==> src/rtl/javk_bus_arbiter.sv <==
// Round-robin two-master arbiter for the JAVK memory bus with burst cap and turnaround gap.
// Accept-to-ack latency 2 cycles; a master is stalled by holding req until gnt&req meet at an edge.
module javk_bus_arbiter #(
  parameter int MAX_BURST   = 8,
  parameter int TURN_CYCLES = 1
) (
  input  logic        clk,
  input  logic        rst,
  input  logic        m0_req,
  input  logic [15:0] m0_addr,
  input  logic        m0_rw,
  input  logic [7:0]  m0_wdata,
  output logic        m0_gnt,
  output logic        m0_ack,
  output logic [7:0]  m0_rdata,
  input  logic        m1_req,
  input  logic [15:0] m1_addr,
  input  logic        m1_rw,
  input  logic [7:0]  m1_wdata,
  output logic        m1_gnt,
  output logic        m1_ack,
  output logic [7:0]  m1_rdata,
  output logic [15:0] addrbus,
  output logic        rw,
  output logic [7:0]  dout,
  output logic        doe,
  input  logic [7:0]  din
);

  localparam logic [7:0] MAXB      = 8'(MAX_BURST);
  localparam logic [1:0] TURN_LAST = 2'(TURN_CYCLES - 1);

  typedef enum logic [1:0] {IDLE, GNT0, GNT1, TURN} state_t;

  state_t      state;
  logic [7:0]  burst;
  logic [1:0]  turn_cnt;
  logic        rr;
  logic        turn_to;
  logic        pend_vld;
  logic        pend_m;
  logic        pend_rw;

  logic        acc0, acc1, acc;
  logic        own_req, oth_req;
  logic [15:0] sel_addr;
  logic        sel_rw;
  logic [7:0]  sel_wdata;
  logic [7:0]  burst_inc;

  assign acc0      = m0_gnt & m0_req;
  assign acc1      = m1_gnt & m1_req;
  assign acc       = acc0 | acc1;
  assign own_req   = (state == GNT1) ? m1_req : m0_req;
  assign oth_req   = (state == GNT1) ? m0_req : m1_req;
  assign sel_addr  = acc1 ? m1_addr  : m0_addr;
  assign sel_rw    = acc1 ? m1_rw    : m0_rw;
  assign sel_wdata = acc1 ? m1_wdata : m0_wdata;
  // Saturates so an uncontested owner can stream indefinitely.
  assign burst_inc = (burst == MAXB) ? burst : burst + 8'd1;

  always_ff @(posedge clk) begin
    if (!rst) begin
      state    <= IDLE;
      m0_gnt   <= 1'b0;
      m1_gnt   <= 1'b0;
      m0_ack   <= 1'b0;
      m1_ack   <= 1'b0;
      m0_rdata <= 8'h00;
      m1_rdata <= 8'h00;
      addrbus  <= 16'h0000;
      rw       <= 1'b1;
      dout     <= 8'h00;
      doe      <= 1'b0;
      burst    <= 8'h00;
      turn_cnt <= 2'd0;
      rr       <= 1'b1;
      turn_to  <= 1'b0;
      pend_vld <= 1'b0;
      pend_m   <= 1'b0;
      pend_rw  <= 1'b0;
    end else begin
      m0_ack <= 1'b0;
      m1_ack <= 1'b0;

      if (acc) begin
        addrbus <= sel_addr;
        rw      <= sel_rw;
        dout    <= sel_wdata;
        doe     <= ~sel_rw;
        rr      <= acc1;
        burst   <= burst_inc;
      end else begin
        rw  <= 1'b1;
        doe <= 1'b0;
      end

      // Completion stage: din is valid during the bus cycle of the previous accept.
      pend_vld <= acc;
      pend_m   <= acc1;
      pend_rw  <= sel_rw;
      if (pend_vld) begin
        if (pend_m) begin
          m1_ack <= 1'b1;
          if (pend_rw) m1_rdata <= din;
        end else begin
          m0_ack <= 1'b1;
          if (pend_rw) m0_rdata <= din;
        end
      end

      case (state)
        IDLE: begin
          if (m0_req && (!m1_req || rr)) begin
            state  <= GNT0;
            m0_gnt <= 1'b1;
            burst  <= 8'h00;
          end else if (m1_req) begin
            state  <= GNT1;
            m1_gnt <= 1'b1;
            burst  <= 8'h00;
          end
        end
        GNT0, GNT1: begin
          if (!own_req || (oth_req && burst_inc == MAXB)) begin
            m0_gnt <= 1'b0;
            m1_gnt <= 1'b0;
            if (oth_req) begin
              state    <= TURN;
              turn_cnt <= 2'd0;
              turn_to  <= (state == GNT0);
            end else begin
              state <= IDLE;
            end
          end
        end
        TURN: begin
          if (turn_cnt == TURN_LAST) begin
            state    <= turn_to ? GNT1 : GNT0;
            m0_gnt   <= ~turn_to;
            m1_gnt   <= turn_to;
            burst    <= 8'h00;
            turn_cnt <= 2'd0;
          end else begin
            turn_cnt <= turn_cnt + 2'd1;
          end
        end
        default: state <= IDLE;
      endcase
    end
  end

endmodule

==> config.mk <==
export PLATFORM = sky130hd
export DESIGN_NAME = javk_bus_arbiter
export DESIGN_NICKNAME = d
export VERILOG_FILES = /design/src/rtl/javk_bus_arbiter.sv
export SDC_FILE = /design/constraint.sdc
export NUM_CORES = 1
export LEC_CHECK = 0
export ABC_AREA = 1
export ABC_CLOCK_PERIOD_IN_PS = 1800
export CAP_MARGIN = 5
export CORE_MARGIN = 2
export CORE_UTILIZATION = 26
export CTS_BUF_LIST = sky130_fd_sc_hd__clkbuf_4 sky130_fd_sc_hd__clkbuf_8
export DETAILED_ROUTE_END_ITERATION = 6
export MAX_ROUTING_LAYER = met4
export PLACE_DENSITY = 0.54
export SYNTH_ARGS = -nofsm -noshare
export SYNTH_HDL_FRONTEND = slang
export SYNTH_SLANG_ARGS = --single-unit
==> constraint.sdc <==
create_clock -name clk -period 1.8 [get_ports clk]
set_input_delay 0.36 -clock clk [delete_from_list [all_inputs] [get_ports clk]]
set_output_delay 0.36 -clock clk [all_outputs]
set_load 0.03 [all_outputs]
==> results.md <==
- Path category of the worst min-delay check: flop to flop
- Area added between synthesis and finish: 58.7%
- Number of detailed-route iterations in the first pass: 4
- Iteration-0 DRC count of the detailed router: 112
- Vias in the first global route: 2,862
- Areal power density over the cells: 1270 nW/um^2
- Stage delay of the slowest cell on the critical path: 680 ps
- Post-route core utilization: 42.0%
- WP data arrival: 1380 ps
- Fmax: 575 MHz
- Number of max-cap violations: 0
- Last weighted congestion value of the routability-driven placer: 0.807
- Share of synthesized area occupied by flip-flops and latches: 44.2%
- Detailed Route WL: 8.08 mm
- Vias: 2,894
- Final worst-path setup slack: 62.2 ps
- Combinational share of power: 46.6%
- Yosys top cell area share: 44.2%
- Die span in y: 109 um
- Vias per cell: 4.40
- Die ar.: 11,800 um^2
- Remaining global-route overflow: 0
- Count of buffering cells on the critical path with inverters included: 1
- Required time at the endpoint of the critical path: 1440 ps
- Most frequently used flop master after synthesis: dfxtp_1
- Asr flop ratio synth: 0%
- Net count of the finished layout: 583
- Share of post-route cells with drive strength above 1: 13.0%
- Max-slew violation count: 0
- Number of storage elements in the synthesis netlist: 63
- Critical path's slowest cell: clkdlybuf4s50_1
- Number of library cell types mapped by synthesis: 26
- Area taken by multi-input logic gates: 1440 um^2
- Clock network fraction of design power: 20.6%
- Detailed placement HPWL: 6.04 mm
- TritonCTS clock tree: done
- Core ar.: 10,800 um^2
- Run status: finished, final reports clean
- Antenna violations before repair: 0
- Root Buffer: clkbuf_8
- Clock-pin slew reported for the worst setup and hold paths after clock tree synthesis: 80 ps
- Final Hold Fails: 0
- Number of fill cells: 1,113
- Count of pins on the block boundary: 108
- Main area contributors after synthesis: dfxtp_1, o21ai_0, nor2_1
- Total CTS buffers: 9
- Register Area: 1270 um^2
- Kind of capture point of the worst setup path: output pin
- Setup clock skew after layout: 9.76 ps
- Die boundary width: 109 um
- Number of core rows: 38
- IO Port Bufs: 107
- Final period utilization: 96.5%
- Unrepaired setup endpoints after global routing: true
- Static leakage power: 1.88 nW
- Global-route wire length before repair: 13.2 mm
- Clock Tree Buf Depth: 2
- Clock Sink Count: 63
- Number of H-tree branching levels: 3
- Syn. warnings: 0
- Final critical path time including I/O delays and setup: 1740 ps
- Cell with the most instances after synthesis: nor2_1
- Final Setup Violations: 0
- Slew at the pin with the worst max-slew slack: 549 ps
- Overall fraction of global-route tracks in use: 14.5%
- Net switching power of the design: 2.28 mW
- Post-synth EDFFs: 0
- Starting utilization of the core area: 26.5%
- Post-placement worst setup slack: -364 ps
- Hold buffers post-CTS: 0
- Post-synthesis instance total: 386
- Syn avg cell area: 7.40 um^2
- Largest net degree at the start of global routing: 34
- Critical path type: flop to output pin
- Max Fanout on Critical Path: 2
- Routed WL per cell: 12.3 um
- Worst-Skew Late Latency: 340 ps
- Number of routed nets with antenna violations: 0
- Worst path cell trace: clkdlybuf4s50_1
- Slew Limit Headroom: 63.3%
- Synthesized net count: 456
- Post-Synthesis Cell Area: 2860 um^2
- Post-synthesis cell type with the largest combined area: dfxtp_1
- DRC errors left: 0
- Power Internal: 3.49 mW
- Top post-synthesis cells by count: nor2_1, dfxtp_1, o21ai_0
- CP startpoint kind: flop
- Family with the most delay on the worst path: buffers and inverters
- Worst voltage drop across the vdd grid: 0.483 mV
- Ant. Diodes: 0
- Switching Share: 39.5%
- Proportion of power drawn by flip-flops and latches: 32.7%
-- power groups by stage --
stage          Sequential [mW]  Combinational, mW  Clock [mW]
2_1_floorplan             2.23               1.19           0
3_3_place_gp              1.88               2.57           0
3_5_place_dp              1.89               2.60           0
4_1_cts                   1.87               2.62        1.23
5_1_grt                   1.93               2.96        1.30
6_report                  1.89               2.69        1.19
-- kinds of logic after synthesis --
| kind of cell | Yosys count | synth area share (%) |
|---|---|---|
| AND/OR/NAND/NOR | 148 | 22.4 |
| AO/OA/AOI/OAI | 94 | 17.1 |
| multiplexers | 11 | 3.85 |
| XOR/XNOR | 3 | 0.920 |
| buffers and inverters | 59 | 8.10 |
| adder cells (fa/ha/maj) | 8 | 3.50 |
| flip-flops | 63 | 44.2 |
-- metal layers --
layer | GRT usage [%] | up-vias | part of all wire, %
met5 | - | - | 0
met4 | 3.75 | 0 | 1.1
met3 | 5.62 | 9 | 6.2
met2 | 23.4 | 74 | 48
met1 | 16.9 | 1301 | 45
li1 | - | 1510 | -
-- placed cells by master, fill, tap and decap left out, types with 9 or more instances in the layout --
cell type / count
a21oi_1: 34
buf_4: 20
clkbuf_8: 9
clkdlybuf4s50_1: 104
dfxtp_1: 57
inv_1: 42
mux2i_1: 11
nand2_1: 47
nand3_1: 20
nor2_1: 62
o21ai_0: 50
-- state kept, by name (all words and copies together) (netlist names), 2 cells and up --
register,count
addrbus,16
turn_cnt,2
burst,8
m1_rdata,8
dout,8
m0_rdata,8
state,2
-- stage by stage --
step	power [mW]	std cells	hold slack (ps)	instance area, um^2	TNS [ps]
2_1_floorplan	3.42	386	421	2860	0
3_3_place_gp	4.45	641	433	4250	-3460
3_5_place_dp	4.50	641	437	4250	-4560
4_1_cts	5.72	656	451	4440	0
5_1_grt	6.20	657	463	4530	-267
6_report	5.77	657	447	4530	0
-- worst paths after layout --
path,startpoint,endpoint,slack (ps),cells past startpoint
min,m1_rdata[5],m1_rdata[5],450,2
max,addrbus[13],addrbus[13],60,1
max reg2reg,state[0],turn_cnt[1],90,13
min reg2reg,m1_rdata[5],m1_rdata[5],450,2
-- area by class of cell --
cell class,count,area share [%]
multi-input combinational,264,31.7
timing repair buffer,131,28.6
sequential,63,28.1
tap,140,3.86
inverter,44,3.64
clock buffer,9,2.73
clock inverter,6,1.38
-- timing repair --
action / in CTS / in global routing
setup buffers: 0 / 1
gates resized for setup: 6 / 26
cloned: 0 / 0
pin swaps: 1 / 2
endpoints found under the setup margin: 12 / 12
hold endpoints to repair: 0 / 0
(Power assumes the default switching activity.)
==> RTL change 1: new RTL, config.mk and constraints unchanged <==
Re-encode `state_t` (4 states) as one-hot, 4 bits wide.
--- a/src/rtl/javk_bus_arbiter.sv
+++ b/src/rtl/javk_bus_arbiter.sv
@@ -32,3 +32,3 @@
 
-  typedef enum logic [1:0] {IDLE, GNT0, GNT1, TURN} state_t;
+  typedef enum logic [3:0] {IDLE = 4'b0001, GNT0 = 4'b0010, GNT1 = 4'b0100, TURN = 4'b1000} state_t;
 
Formal check against the unedited RTL: same outputs for any inputs over 10 cycles, from zero or initial values and one cycle with rst low; not proved beyond that.
==> RTL change 1 against the unedited design <==
- via count grew 3.3%
- die area grew 2.8%
- synthesized area grew 2.9%
- wire length grew 3.7%
- maximum frequency is essentially flat
- register-to-register slack gained 50 ps
- total power shrank 6.0%
- sequential cell count grew 2
- design area grew 1.9%
- worst setup slack lost 1.6 ps
- final cell count grew 2.7%
- critical endpoint is now addrbus[12]
==> RTL change 1: results <==
[status]
outcome = "completed"

[timing]
fin_ws_ps = 60.6
fin_crit_ps = 1740
relSlewSlack_pct = 65.2
finClkSkew_ps = 8.38

[cells_and_area]
drive_gt1_share_pct = 12.3
fin_nets = 596

[detailed_routing]
routedWlPerCell_um = 12.4
vias_per_cell = 4.43
vias = 2989

[setup_path]
reg2reg_depth = 11
cp-startpoint = "addrbus[12]"
reg2reg_to = "turn_cnt[0]"
crit_end = "addrbus[12]"
timing.rr.start = "burst[0]"

[power]
p_switching_uw = 2060
ir_drop_mv = 0.401
p_leak_uw = 0.00196

[logic_synthesis]
yosysSeqAreaShare_pct = 44.3
ys_types = 25
synthTopCellsByArea = "dfxtp_1, nor2_1, o21ai_0"
synth_compound_area_share_pct = 16.1
synth_xor_area_share_pct = 0.894
muxShareOfSynthArea_pct = 3.74
syn_area_per_cell_um2 = 7.19
synth_commonest_cells = "nor2_1, dfxtp_1, nand2_1"
synth.net_count = 475

[place]
postPlaceCellArea_um2 = 4290
dpl_worst_slack_ps = -179

[grt]
grt_pass1_vias = 2844
grt_use_total_pct = 14.8
grt_max_degree = 31
grt_pass1_wl_um = 13600
[RTL change 1: changes by cell type in the layout (fill, tap and decap cells not counted), moves of 3 or more]
cell     before  now
nor2_1       62   78
nand2_1      47   54
o21ai_0      50   43
dfxtp_1      57   63
nand3_1      20   26
buf_4        20   16
ha_1          6    2
dfxtp_2       4    1
inv_1        42   39
nor3_1        3    0
[RTL change 1: worst min-delay path by stage]
stage | start | to | slack (ps) | cells past startpoint
global route | m1_rdata[1] | m1_rdata[1] | 480 | 2
floorplan | pend_m | m0_ack | 430 | 1
global placement | m1_rdata[5] | m1_rdata[5] | 430 | 2
finish | m1_rdata[0] | m1_rdata[0] | 440 | 2
detailed placement | m1_rdata[0] | m1_rdata[0] | 440 | 2
CTS | m1_rdata[0] | m1_rdata[0] | 450 | 2
[RTL change 1: metal layers]
metal	up-vias	global-route usage (%)	share of wire, %
met5	-	-	0
met4	0	5.63	0.69
met3	6	4.70	6.0
met2	66	22.4	46
met1	1348	18.5	47
li1	1569	-	-
[RTL change 1: final cells by class]
type | instances | area [um^2]
clock buffers | 11 | 145
clock inverters | 5 | 63.8
multi-input cells | 286 | 1520
well taps | 140 | 175
fillers | 1137 | 6310
flip-flops and latches | 65 | 1310
repair buffers | 126 | 1260
inverters | 42 | 158
[RTL change 1: power by group through the flow]
stage	combinational, uW	sequential, uW	clock [uW]
2_1_floorplan	965	2200	0
3_3_place_gp	2150	1900	0
3_5_place_dp	2160	1900	0
4_1_cts	2160	1870	1340
5_1_grt	2490	1930	1400
6_report	2240	1890	1290
[RTL change 1: timing repair]
action                                  4_1_cts  5_1_grt
endpoints found under the setup margin        8       16
gates resized for setup                       3       30
pin swaps                                     0        8
gates cloned                                  0        1
==> RTL change 2: new RTL, same settings <==
Without the edit above. The parameter `MAX_BURST` goes from 8 to 4.
--- a/src/rtl/javk_bus_arbiter.sv
+++ b/src/rtl/javk_bus_arbiter.sv
@@ -3,3 +3,3 @@
 module javk_bus_arbiter #(
-  parameter int MAX_BURST   = 8,
+  parameter int MAX_BURST   = 4,
   parameter int TURN_CYCLES = 1
Function: changed (Yosys sat finds a counterexample within 10 cycles, from zero or initial values and one cycle with rst low).
==> RTL change 2 against the unedited design <==
- design area is 1.5% higher
- largest cell class unchanged
- via count down 1.2%
- maximum frequency up 0.71%
- synthesized area rose by 0.44%
- wire length down 1.7%
- critical endpoint is now m0_rdata[3]
- synthesized cell count up 0.78%
- core utilization grew 0.64 points
- critical path type unchanged
- total power about the same
- die area grew 0.42%
- worst setup slack better by 12 ps
- register-to-register slack better by 50 ps
- sequential cell count is the same
- sequential share of layout area shrank 0.53 points
==> RTL change 2: results <==
[setup_path]
timing.rr.start = "burst[1]"
reg2reg_depth = 11
r2r_setup_slack_ps = 140

[grt]
grt_pass1_vias = 2690
grt_pass1_wl_um = 12700
grt_max_degree = 28

[logic_synthesis]
synth_commonest_cells = "nor2_1, dfxtp_1, nand2_1"
syn_area_per_cell_um2 = 7.38
synth_xor_area_share_pct = 0.916
synth_warnings = 0
synth-adder-area-share_pct = 3.49
synth.net_count = 459
ys_types = 28
synthTopCellsByArea = "dfxtp_1, nor2_1, o21ai_0"
muxShareOfSynthArea_pct = 3.84
yosysSeqAreaShare_pct = 44.0
synth_compound_area_share_pct = 16.6

[detailed_routing]
wl_um = 7940
vias_per_cell = 4.32
firstDrtPassIters = 6
drt_iter0_drc = 82

[cells_and_area]
n_all_buffers = 132
fillers = 1074
buffer_area_share_pct = 28.4
fin_nets = 586
diodes = 0
largest-register = "addrbus"
drive_gt1_share_pct = 14.0
sh_seq_area_pct = 27.6
multi_input_gates = 266
clock_area_share_pct = 5.03

[place]
dpl_worst_slack_ps = -124
gp_congestion = 0.822
dp_cells = 644
dp_hpwl_um = 5990

[clock_network]
ctsResizeCount = 2

[timing]
finClkSkew_ps = 8.50
tightest_slew_ps = 357

[power]
p_leak_uw = 0.00186
power.internal_uw = 3610

[worst_hold_path]
hold_end = "m1_rdata[3]"
hold_start = "m1_rdata[3]"

[status]
outcome = "completed"
## RTL change 2: changes by cell type after synthesis, sizes merged, moves of 2 or more
cell,unedited run,this run
nor2,67,76
clkbuf,7,13
buf,8,3
nand3,26,22
o21ai,52,49
a211oi,3,5
a21oi,36,34
nand2,50,48
xnor2,0,2
xor2,3,1
## RTL change 2: power by group through the flow
stage | Combinational, uW | Sequential [uW] | Clock [uW]
after floorplan | 1120 | 2180 | 0
after global placement | 2380 | 1870 | 0
after detailed placement | 2390 | 1880 | 0
after CTS | 2390 | 1850 | 1460
after global routing | 2750 | 1900 | 1530
final | 2490 | 1860 | 1420
## RTL change 2: worst min-delay path: stages, from the launching register on
cell and delay, ps:
dfxtp_1 310, inv_1 40, a21oi_1 50
## RTL change 2: per-layer routing
metal / vias to the layer above / wire length (um) / track usage, %
met5: - / 0 / -
met4: 0 / 86 / 5.22
met3: 9 / 454 / 4.36
met2: 60 / 3790 / 21.3
met1: 1268 / 3610 / 17.6
li1: 1521 / - / -
## RTL change 2: through the flow
step           utilization [%]  total power [uW]  hold WS (ps)  area [um^2]
3_3_place_gp              39.6              4250           434         4280
5_1_grt                   42.7              6180           466         4600
3_5_place_dp              39.6              4260           440         4280
4_1_cts                   41.8              5690           452         4510
6_report                  42.7              5770           447         4600
2_1_floorplan                -              3300           421         2870
## RTL change 2: worst max path at each step
| stage | start | endpoint | slack (ps) | cells past startpoint |
|---|---|---|---|---|
| detailed placement | m1_req | burst[4] | -120 | 7 |
| global placement | m1_req | addrbus[8] | -100 | 8 |
| global route | state[1] | state[1] | -10 | 8 |
| finish | m0_rdata[3] | m0_rdata[3] | 70 | 1 |
| floorplan | state[0] | burst[0] | 90 | 6 |
| CTS | m0_rdata[3] | m0_rdata[3] | 50 | 1 |
